$ cat config.mk
export PLATFORM = sky130hd
export DESIGN_NAME = enc_queue_rr
export DESIGN_NICKNAME = d
export VERILOG_FILES = /design/src/rtl/enc_queue_rr.sv
export SDC_FILE = /design/constraint.sdc
export NUM_CORES = 1
export LEC_CHECK = 0
export BUFFER_PORTS_ARGS = -buffer_cell sky130_fd_sc_hd__buf_2
export CORE_UTILIZATION = 50
export CTS_CLUSTER_DIAMETER = 40
export CTS_CLUSTER_SIZE = 8
export DETAILED_ROUTE_END_ITERATION = 7
export PLACE_DENSITY = 0.81
export SETUP_SLACK_MARGIN = 0.3
export SYNTH_ARGS = -nofsm -noshare
export SYNTH_HDL_FRONTEND = slang
export SYNTH_SLANG_ARGS = --single-unit
$ cat constraint.sdc
create_clock -name clk -period 3.8 [get_ports clk]
set_clock_uncertainty 0.1 [all_clocks]
set_input_delay 0.19 -clock clk [delete_from_list [all_inputs] [get_ports clk]]
set_output_delay 0.19 -clock clk [all_outputs]
set_load 0.05 [all_outputs]
$ cat src/rtl/enc_queue_rr.sv
// enc_queue_rr: N-input event encoder with a pending-request register and a
// one-entry registered output slot behind a valid/ready handshake.
// Pending requests drain one per accepted cycle, picked either by fixed
// priority (lowest index first) or round-robin starting from a pointer.
module enc_queue_rr #(
  parameter int N    = 8,
  parameter int MODE = 0,
  parameter int W    = $clog2(N)
) (
  input  logic         clk,
  input  logic         rst_n,
  input  logic         en,
  input  logic [N-1:0] i,
  output logic [W-1:0] y,
  output logic         valid,
  input  logic         ready,
  output logic [N-1:0] pend,
  output logic         ovf
);

  logic [N-1:0] pend_q, pend_d;
  logic [W-1:0] y_q, y_d;
  logic         valid_q, valid_d;
  logic [W-1:0] ptr_q, ptr_d;
  logic         ovf_q, ovf_d;

  logic         slot_free;
  logic         grant;
  logic [W-1:0] sel;
  logic         found;
  logic [N-1:0] grant_mask;
  int           scan_pos;

  // Pick the winning pending line: scan upward from 0 (fixed) or from ptr
  // (round-robin), wrapping past N-1 so non-power-of-two N never yields >= N.
  always_comb begin
    sel      = '0;
    found    = 1'b0;
    scan_pos = 0;
    for (int k = 0; k < N; k++) begin
      scan_pos = (MODE == 1) ? int'(ptr_q) + k : k;
      if (scan_pos >= N) begin
        scan_pos = scan_pos - N;
      end
      if (!found && pend_q[scan_pos]) begin
        found = 1'b1;
        sel   = W'(scan_pos);
      end
    end
  end

  // Compute the slot handshake, the grant, and every next-state value.
  always_comb begin
    slot_free  = !valid_q || ready;
    grant      = slot_free && found;
    grant_mask = grant ? ({{(N-1){1'b0}}, 1'b1} << sel) : '0;

    pend_d  = pend_q & ~grant_mask;
    y_d     = y_q;
    valid_d = valid_q;
    ptr_d   = ptr_q;
    ovf_d   = 1'b0;

    if (en) begin
      pend_d = pend_d | i;
      ovf_d  = |(i & pend_q & ~grant_mask);
    end

    if (grant) begin
      y_d     = sel;
      valid_d = 1'b1;
      if (MODE == 1) begin
        ptr_d = (sel == W'(N - 1)) ? '0 : sel + W'(1);
      end
    end else if (slot_free) begin
      valid_d = 1'b0;
    end
  end

  // State registers; reset flushes pending and in-slot requests at once.
  always_ff @(posedge clk or negedge rst_n) begin
    if (!rst_n) begin
      pend_q  <= '0;
      y_q     <= '0;
      valid_q <= 1'b0;
      ptr_q   <= '0;
      ovf_q   <= 1'b0;
    end else begin
      pend_q  <= pend_d;
      y_q     <= y_d;
      valid_q <= valid_d;
      ptr_q   <= ptr_d;
      ovf_q   <= ovf_d;
    end
  end

  assign y     = y_q;
  assign valid = valid_q;
  assign pend  = pend_q;
  assign ovf   = ovf_q;

endmodule

## Word-level counts from Yosys, hierarchy flattened

Cells that the tools add are included.

- Input bits: 12
- Register bits after elaboration: 13

- Shift-type cells: 1
- Multiplexer cells: 20
- Bitwise operators: 5
- Reductions and logical operators: 19

Operators by type and width:

| cell | count |
|---|---|
| 8-bit AND | 3 |
| 8-bit 2-to-1 mux | 2 |
| 3-bit 2-to-1 mux | 5 |
| 1-bit 2-to-1 mux | 12 |
| 1-bit logical AND | 8 |
| 1-bit zero test | 8 |
| 8-bit NOT | 1 |
| 8-bit bitwise OR | 1 |
| 8-bit OR reduction | 1 |
| 1-bit by 3-bit << shifter with 8-bit output (first input constant) | 1 |
| 2-bit 2-to-1 mux | 1 |
| 2-bit nonzero test | 1 |
| 1-bit logical OR | 1 |

## Logic depth before layout (Yosys ltp)

Gate-level depths: netlist of the first run.

- Depth after elaboration: 28
- Gate-level depth with buffers: 5
- Depth with buffers taken out: 4

## Worst setup path after synthesis of the first run

OpenSTA, ideal clock, no wires.

- Path kind: register -> register
- Start: register pend_q[3], in the netlist pend[3]
- End: register ovf_q, in the netlist ovf
- Stages on the path, launching flop included: 5
- Arrival time: 1.671 ns
- Clock period less this slack: 1.915 ns
- Setup time: 0.144 ns
- Slack: 1.885 ns
- Path through: dfrtp_1 > nor4_4 > o22ai_1 > o41ai_2 > o221ai_1

- Longest elaborated chain between the ends: 20
- Elaborated cells between the ends (all ways): 27
- Those cells by class: 1 x shift; 12 x mux; 3 x bitwise; 11 x reduce/logical

RTL lines:

| item | RTL line | text |
|---|---|---|
| start, declared | 21 | `logic [N-1:0] pend_q, pend_d;` |
| start signal, assigned | 89 | `pend_q <= pend_d;` |
| 1-bit logical AND | 45 | `if (!found && pend_q[scan_pos]) begin` |
| 1-bit 2-to-1 mux | 45 |  |
| 1-bit zero test | 45 |  |
| 1-bit logical AND | 45 |  |
| 1-bit 2-to-1 mux | 45 |  |
| 1-bit zero test | 45 |  |
| 1-bit logical AND | 45 |  |
| 1-bit 2-to-1 mux | 45 |  |
| [... 5 more ...] | -- |  |
| 3-bit 2-to-1 mux / 1-bit 2-to-1 mux (equally long branches) | 45 |  |
| 1-bit by 3-bit << shifter with 8-bit output / 1-bit logical AND (equally long branches) | 56, 55 |  |
| 8-bit 2-to-1 mux | 56 | `grant_mask = grant ? ({{(N-1){1'b0}}, 1'b1} << sel) : '0;` |
| 8-bit NOT | 66 | `ovf_d = \|(i & pend_q & ~grant_mask);` |
| 8-bit AND * | 66 |  |
| 8-bit OR reduction * | 66 |  |
| 1-bit 2-to-1 mux * | 64 | `if (en) begin` |
| via ovf_d | 25 | `logic ovf_q, ovf_d;` |
| end signal, assigned | 93 | `ovf_q <= ovf_d;` |
| end, declared | 25 |  |

Mark *: on every way through the listed nets, which the timed path passes. The rest lies on a longest branch.
A chain may end at the register's enable or synchronous reset.

## Worst setup path after layout of the first run

- Start: register pend_q[0], in the netlist pend[0]
- End: register ovf_q, in the netlist ovf

- Longest elaborated chain between the ends: 28
- Elaborated cells between the ends (all ways): 37
- Those cells by class: 1 x shift; 17 x mux; 3 x bitwise; 16 x reduce/logical

RTL lines:

| item | RTL line |
|---|---|
| 1-bit 2-to-1 mux | 45 |
| 1-bit zero test | 45 |
| 1-bit logical AND | 45 |
| 1-bit 2-to-1 mux | 45 |
| 1-bit zero test | 45 |
| 1-bit logical AND | 45 |
| 1-bit 2-to-1 mux | 45 |
| 1-bit zero test | 45 |
| [... 13 more ...] | -- |
| 3-bit 2-to-1 mux / 1-bit 2-to-1 mux (equally long branches) | 45 |
| 1-bit by 3-bit << shifter with 8-bit output / 1-bit logical AND (equally long branches) | 56, 55 |
| 8-bit 2-to-1 mux | 56 |
| 8-bit NOT | 66 |
| 8-bit AND * | 66 |
| 8-bit OR reduction * | 66 |
| 1-bit 2-to-1 mux * | 64 |
| via ovf_d | 25 |

Marks and branches as above.

==> impl_metrics.csv, run 1 <==
group,metric,value,unit
yosys,avgSynthCellArea,9.47,um^2
die,start_util,57.5,%
yosys,ys_ff_latch,13,
timing,fin_tns_setup,0,ns
min_path,hold_path_class,"primary input to register",
flow_run,maxCapViolCount,0,
die,io_pins,25,
timing,max_slew_margin,64.8,%
placed_design,placed_area,812,um^2
clock_network,postCtsSetupRepairBufs,0,
route,drtIter0Drc,18,
clock_network,cts.clk_slew.worst_paths,0.07,ns
yosys,synth_enable_flop_cells,0,
setup_path,cp_slowest_stage_delay,0.47,ns
route,routedWlPerCell,13.8,um
timing,rsz0062_at_grt,"no",
setup_path,crit_buf_inv,0,
global_route,grt.total_usage,26.6,%
route,wl,1560,um
timing,fmax,548,MHz
setup_path,path_delay_family,"compound AO/OA/AOI/OAI gates",
yosys,synthesis.nets,84,
clock_network,clockBufferDepth,2,
timing,post-route-min-period,1.82,ns
placed_design,io_buffer_count,24,
setup_path,startpoint_type,"register",
yosys,yosys_most_used_dff,"dfrtp_1",
timing,tightestPinTransition,0.527,ns
die,rows,12,
final_layout,layout.nets,112,
final_layout,finalInstanceArea,848,um^2
final_layout,area_growth_syn_to_layout,24.4,%
setup_path,endpoint_kind,"register",
setup_path,crit_slowest_cell,"dfrtp_1",
placed_design,dpl.hpwl,1120,um
route,routed_via_density,5.77,
final_layout,diodes,0,
timing,drv_slew,0,
power,peakVddDrop,402,uV
setup_path,r2r_start,"pend[0]",
yosys,synth.distinct_cells,28,
final_layout,drive_gt1_share,30.3,%
route,drc,0,
placed_design,dpl.cell_count,108,
min_path,min-delay-start,"i[7]",
power,p_per_area,408,nW/um^2
route,routed-via-count,652,
clock_network,cts_max_level,1,
timing,final-setup-viol-count,0,
clock_network,cts_tree,"yes",
setup_path,crit_chain,"nor4_4, o22ai_1, o41ai_2, o221ai_1",
global_route,grt_max_degree,14,
clock_network,cts-buffers-inserted,3,
global_route,antenna_found_initial,0,
route,antenna_left,0,
clock_network,clockRootBuffer,"clkbuf_4",
final_layout,final_core_util,71.5,%
die,die_y,38.9,um
final_layout,finalNonFillerCells,113,
clock_network,clk_latency,0.27,ns
yosys,synthCells,72,
timing,finalHoldViolCount,0,
timing,period_share,48.0,%
yosys,yosysWarningCount,0,
power,leakagePower,0.000389,uW
placed_design,post-place-ws,2.00,ns
setup_path,path_max_fanout,8,
status,status,"completed",
global_route,grt_first_pass_wirelength,2620,um
setup_path,path_class,"register to register",
yosys,seq_area_frac_synth,47.7,%
die,die_w,38.9,um
global_route,grt_overflow_total,0,
die,core,1190,um^2
timing,final.setup.worst_slack,1.98,ns
global_route,grt_pass1_vias,568,
setup_path,cp-startpoint,"pend[0]",
setup_path,arrival,1.86,ns
yosys,synth_area,682,um^2
yosys,async_reset_ff_share,100,%
die,floorplan.die_area,1520,um^2
route,firstDrtPassIters,4,
setup_path,crit_required,3.84,ns
clock_network,cts.sinks,13,
placed_design,gp_congestion,0.847,
timing repair:
action                    CTS  global route
hold buffers                1             0
resized for setup           0             0
hold endpoints to repair   13             0
metal layers:
metal	vias to the layer above	track usage (%)	share of wire, %
li1	323	-	-
met4	0	15.5	2.4
met1	304	36.4	47
met3	4	3.47	4.2
met2	21	39.6	46
met5	-	0	0
flip-flops by register name, indices dropped and copies added, names as in the netlist:
register and count:
pend 8, y 3, ovf 1, valid 1
cell type report:
class | count | area (um^2)
fillers | 97 | 338
flip-flops and latches | 13 | 325
well taps | 14 | 17.5
repair buffers | 25 | 130
clock buffers | 4 | 26.3
inverters | 4 | 15.0
multi-input cells | 53 | 334
worst paths after layout:
| path | slack [ns] | cells past startpoint | endpoint |
|---|---|---|---|
| min in group asynchronous | 0.23 | 2 | pend[4] |
| setup reg to reg | 1.98 | 4 | ovf |
| hold / removal | 0.03 | 3 | pend[7] |
| max in group asynchronous | 3.15 | 2 | ovf |
| setup / recovery | 1.98 | 4 | ovf |
| hold reg to reg | 0.40 | 1 | y[2] |
report_power, final:
| group | total, uW | switching, uW | internal (uW) |
|---|---|---|---|
| Clock | 83.9 | 43.2 | 40.7 |
| Combinational | 98.0 | 68.1 | 29.8 |
| Sequential | 164 | 15.4 | 149 |
| Total | 346 | 127 | 220 |
worst register-to-register path, stage by stage (launching register included):
cell	delay, ns
dfrtp_1	0.47
nor4_4	0.47
o22ai_1	0.17
o41ai_2	0.31
o221ai_1	0.16
layout by cell type, fill, tap and decap left out, types with 2 or more instances in the layout:
cell and instances:
nand2b_1 3, buf_2 24, o211a_1 2, a22o_1 3, nor2_1 4, o22ai_1 2, nor3_1 2, a21oi_1 4
inv_1 4, dfrtp_1 13, nand2_1 13, clkbuf_4 3, o21ai_0 4, nand3_1 2
kinds of logic (layout without fill, tap and decap cells):
family | count (synthesis) | count (layout) | share of synthesized area, %
compound gates | 25 | 25 | 28.1
buf+inv | 6 | 33 | 3.30
flops | 13 | 13 | 47.7
simple gates | 28 | 28 | 20.9
Yosys cell counts (2+ instances only):
library cell | number | share of area [%]
a21oi_1 | 4 | 2.9
a22o_1 | 3 | 3.9
dfrtp_1 | 13 | 48
inv_1 | 4 | 2.2
nand2_1 | 13 | 7.2
nand2b_1 | 3 | 2.8
nand3_1 | 2 | 1.5
nor2_1 | 4 | 2.2
nor3_1 | 2 | 1.5
o211a_1 | 2 | 2.9
o21ai_0 | 4 | 2.9
o22ai_1 | 2 | 1.8
stage by stage:
stage,hold slack (ns),power [uW]
after global placement,-0.0116,262
after global routing,0.0509,367
after CTS,0.0281,348
after detailed placement,-0.00779,264
after floorplan,-0.206,236
final,0.0345,346
(Power assumes the default switching activity.)
==> run 2, diff against run 1 <==
--- a/config.mk
+++ b/config.mk
@@ -6,11 +6,11 @@
 export NUM_CORES = 1
 export LEC_CHECK = 0
 export BUFFER_PORTS_ARGS = -buffer_cell sky130_fd_sc_hd__buf_2
-export CORE_UTILIZATION = 50
+export CORE_UTILIZATION = 46
 export CTS_CLUSTER_DIAMETER = 40
 export CTS_CLUSTER_SIZE = 8
 export DETAILED_ROUTE_END_ITERATION = 7
-export PLACE_DENSITY = 0.81
+export PLACE_DENSITY = 0.75
 export SETUP_SLACK_MARGIN = 0.3
 export SYNTH_ARGS = -nofsm -noshare
 export SYNTH_HDL_FRONTEND = slang
==> constraint.sdc (replaced) <==
create_clock -name clk -period 1.8 [get_ports clk]
set_clock_uncertainty 0.1 [all_clocks]
set_input_delay 0.09 -clock clk [delete_from_list [all_inputs] [get_ports clk]]
set_output_delay 0.09 -clock clk [all_outputs]
set_load 0.05 [all_outputs]
==> run 2 against run 1 <==
Compared with the run above: worst setup slack worse by 1.9 ns; routed wire length up 37%; final cell count up 21%.
==> impl_metrics.csv, run 2 (synthesis gave the netlist of run 1 again) <==
group,metric,value,unit
clock_network,cts.clk_slew.worst_paths,0.08,ns
global_route,grt_max_degree,14,
power,leakagePower,0.000522,uW
final_layout,fillers,76,
placed_design,io_buffer_count,24,
clock_network,clockBufferDepth,2,
setup_path,crit_required,1.84,ns
global_route,grt.total_usage,24.1,%
final_layout,final_common_cell,"buf_2",
power,power.internal,535,uW
route,routed-via-count,779,
power,p_sw_share,36.5,%
status,status,"completed",
route,wl,2130,um
flow_run,maxCapViolCount,0,
clock_network,clockRootBuffer,"clkbuf_4",
setup_path,path_class,"register to register",
timing,drv_slew,0,
timing,max_slew_margin,49.5,%
timing,fin_tns_setup,0,ns
setup_path,startpoint_type,"register",
die,rows,13,
global_route,grt_overflow_total,0,
setup_path,arrival,1.75,ns
timing,finalHoldViolCount,0,
die,start_util,51.1,%
timing,post-route-min-period,1.71,ns
power,power,842,uW
route,routed_via_density,5.69,
global_route,grt_pass1_vias,620,
power,p_sw,307,uW
timing,final-setup-viol-count,0,
die,die_y,40.5,um
timing,fmax,584,MHz
timing,tightestPinTransition,0.755,ns
die,core,1330,um^2
clock_network,cts.sinks,13,
power,clkPwrFrac,22.0,%
placed_design,placed_area,850,um^2
final_layout,diodes,0,
route,drc,0,
final_layout,layout_common_cells,"buf_2 (24), buf_4 (14), nand2_1 (13), dlygate4sd3_1 (9), dfrtp_2 (7)",
setup_path,path_max_fanout,3,
clock_network,cts-buffers-inserted,3,
timing,period_share,95.1,%
route,routedWlPerCell,15.6,um
route,drtIter0Drc,9,
route,antenna_left,0,
die,floorplan.die_area,1640,um^2
power,p_per_area,753,nW/um^2
final_layout,finalInstanceArea,1120,um^2
min_path,hold_path_class,"primary input to register",
timing,holdWs,0.0309,ns
power,peakVddDrop,589,uV
route,firstDrtPassIters,5,
setup_path,endpoint_kind,"register",
final_layout,drive_gt1_share,48.4,%
final_layout,largest_reg_flops,8,
final_layout,layout.nets,135,
clock_network,clk_latency,0.28,ns
power,combinationalPowerShare,37.1,%
timing,rsz0062_at_grt,"yes",
final_layout,area_growth_syn_to_layout,63.9,%
global_route,antenna_found_initial,0,
die,io_pins,25,
placed_design,dpl.hpwl,1170,um
clock_network,cts_max_level,1,
global_route,grt_first_pass_wirelength,2570,um
clock_network,cts_tree,"yes",
die,die_w,40.5,um
placed_design,gp_congestion,0.783,
power,seqPwrFrac,41.0,%
==> run 2: cell types whose count changed in the layout (fill, tap and decap cells not counted), moves of 2 or more <==
| cell | previous run | this run |
|---|---|---|
| buf_4 | 0 | 14 |
| dfrtp_1 | 13 | 6 |
| dfrtp_2 | 0 | 7 |
| dlygate4sd3_1 | 1 | 9 |
| o21ai_0 | 4 | 2 |
| o21ai_1 | 0 | 2 |
==> run 2: final timing paths <==
path,start,to,slack [ns],cells after the start
setup / recovery,pend[0],ovf,0.09,4
hold / removal,en,pend[4],0.03,3
setup reg to reg,pend[0],ovf,0.09,4
hold reg to reg,y[2],y[2],0.41,1
max in group asynchronous,rst_n,pend[0],1.24,2
min in group asynchronous,rst_n,y[2],0.11,2
==> run 2: final cells by class <==
cell class              count  area, um^2  area share [%]
multi-input cells          53         397            35.5
flip-flops and latches     13         334            29.9
well taps                  15        18.8            1.68
repair buffers             48         327            29.2
inverters                   4        15.0            1.34
clock buffers               4        26.3            2.35
==> run 2: power groups by stage <==
| stage | clock (uW) | combinational [uW] | sequential, uW |
|---|---|---|---|
| finish | 185 | 312 | 345 |
| floorplan | 0 | 68.2 | 435 |
| global placement | 0 | 212 | 354 |
| detailed placement | 0 | 215 | 356 |
| CTS | 191 | 248 | 346 |
| global route | 201 | 327 | 348 |
==> run 2: metrics by stage <==
stage | setup slack, ns | utilization [%] | std cells
floorplan | 0.0115 | - | 72
global placement | 0.128 | 63.7 | 111
detailed placement | 0.0678 | 63.7 | 111
CTS | 0.102 | 74.7 | 128
global route | 0.0277 | 83.8 | 137
finish | 0.0875 | 83.8 | 137
==> run 2: worst max-delay path, stage by stage, from the launching register on <==
cell and delay (ns):
dfrtp_2 0.44, or2_4 0.24, o311a_4 0.35, o41ai_2 0.28, o221ai_1 0.16
==> run 2: repair_timing <==
item / 4_1_cts / 5_1_grt
endpoints found under the hold margin: 21 / 0
resized for setup: 0 / 10
endpoints found under the setup margin: 2 / 6
pin swaps: 1 / 7
hold buffers: 9 / 0
buffers inserted: 4 / 9
==> run 2: metal layers <==
| metal | track usage (%) | wire length (um) |
|---|---|---|
| met1 | 30.5 | 906 |
| met2 | 40.5 | 1080 |
| met3 | 3.33 | 74 |
| met4 | 10.0 | 69 |
| met5 | 0 | 0 |
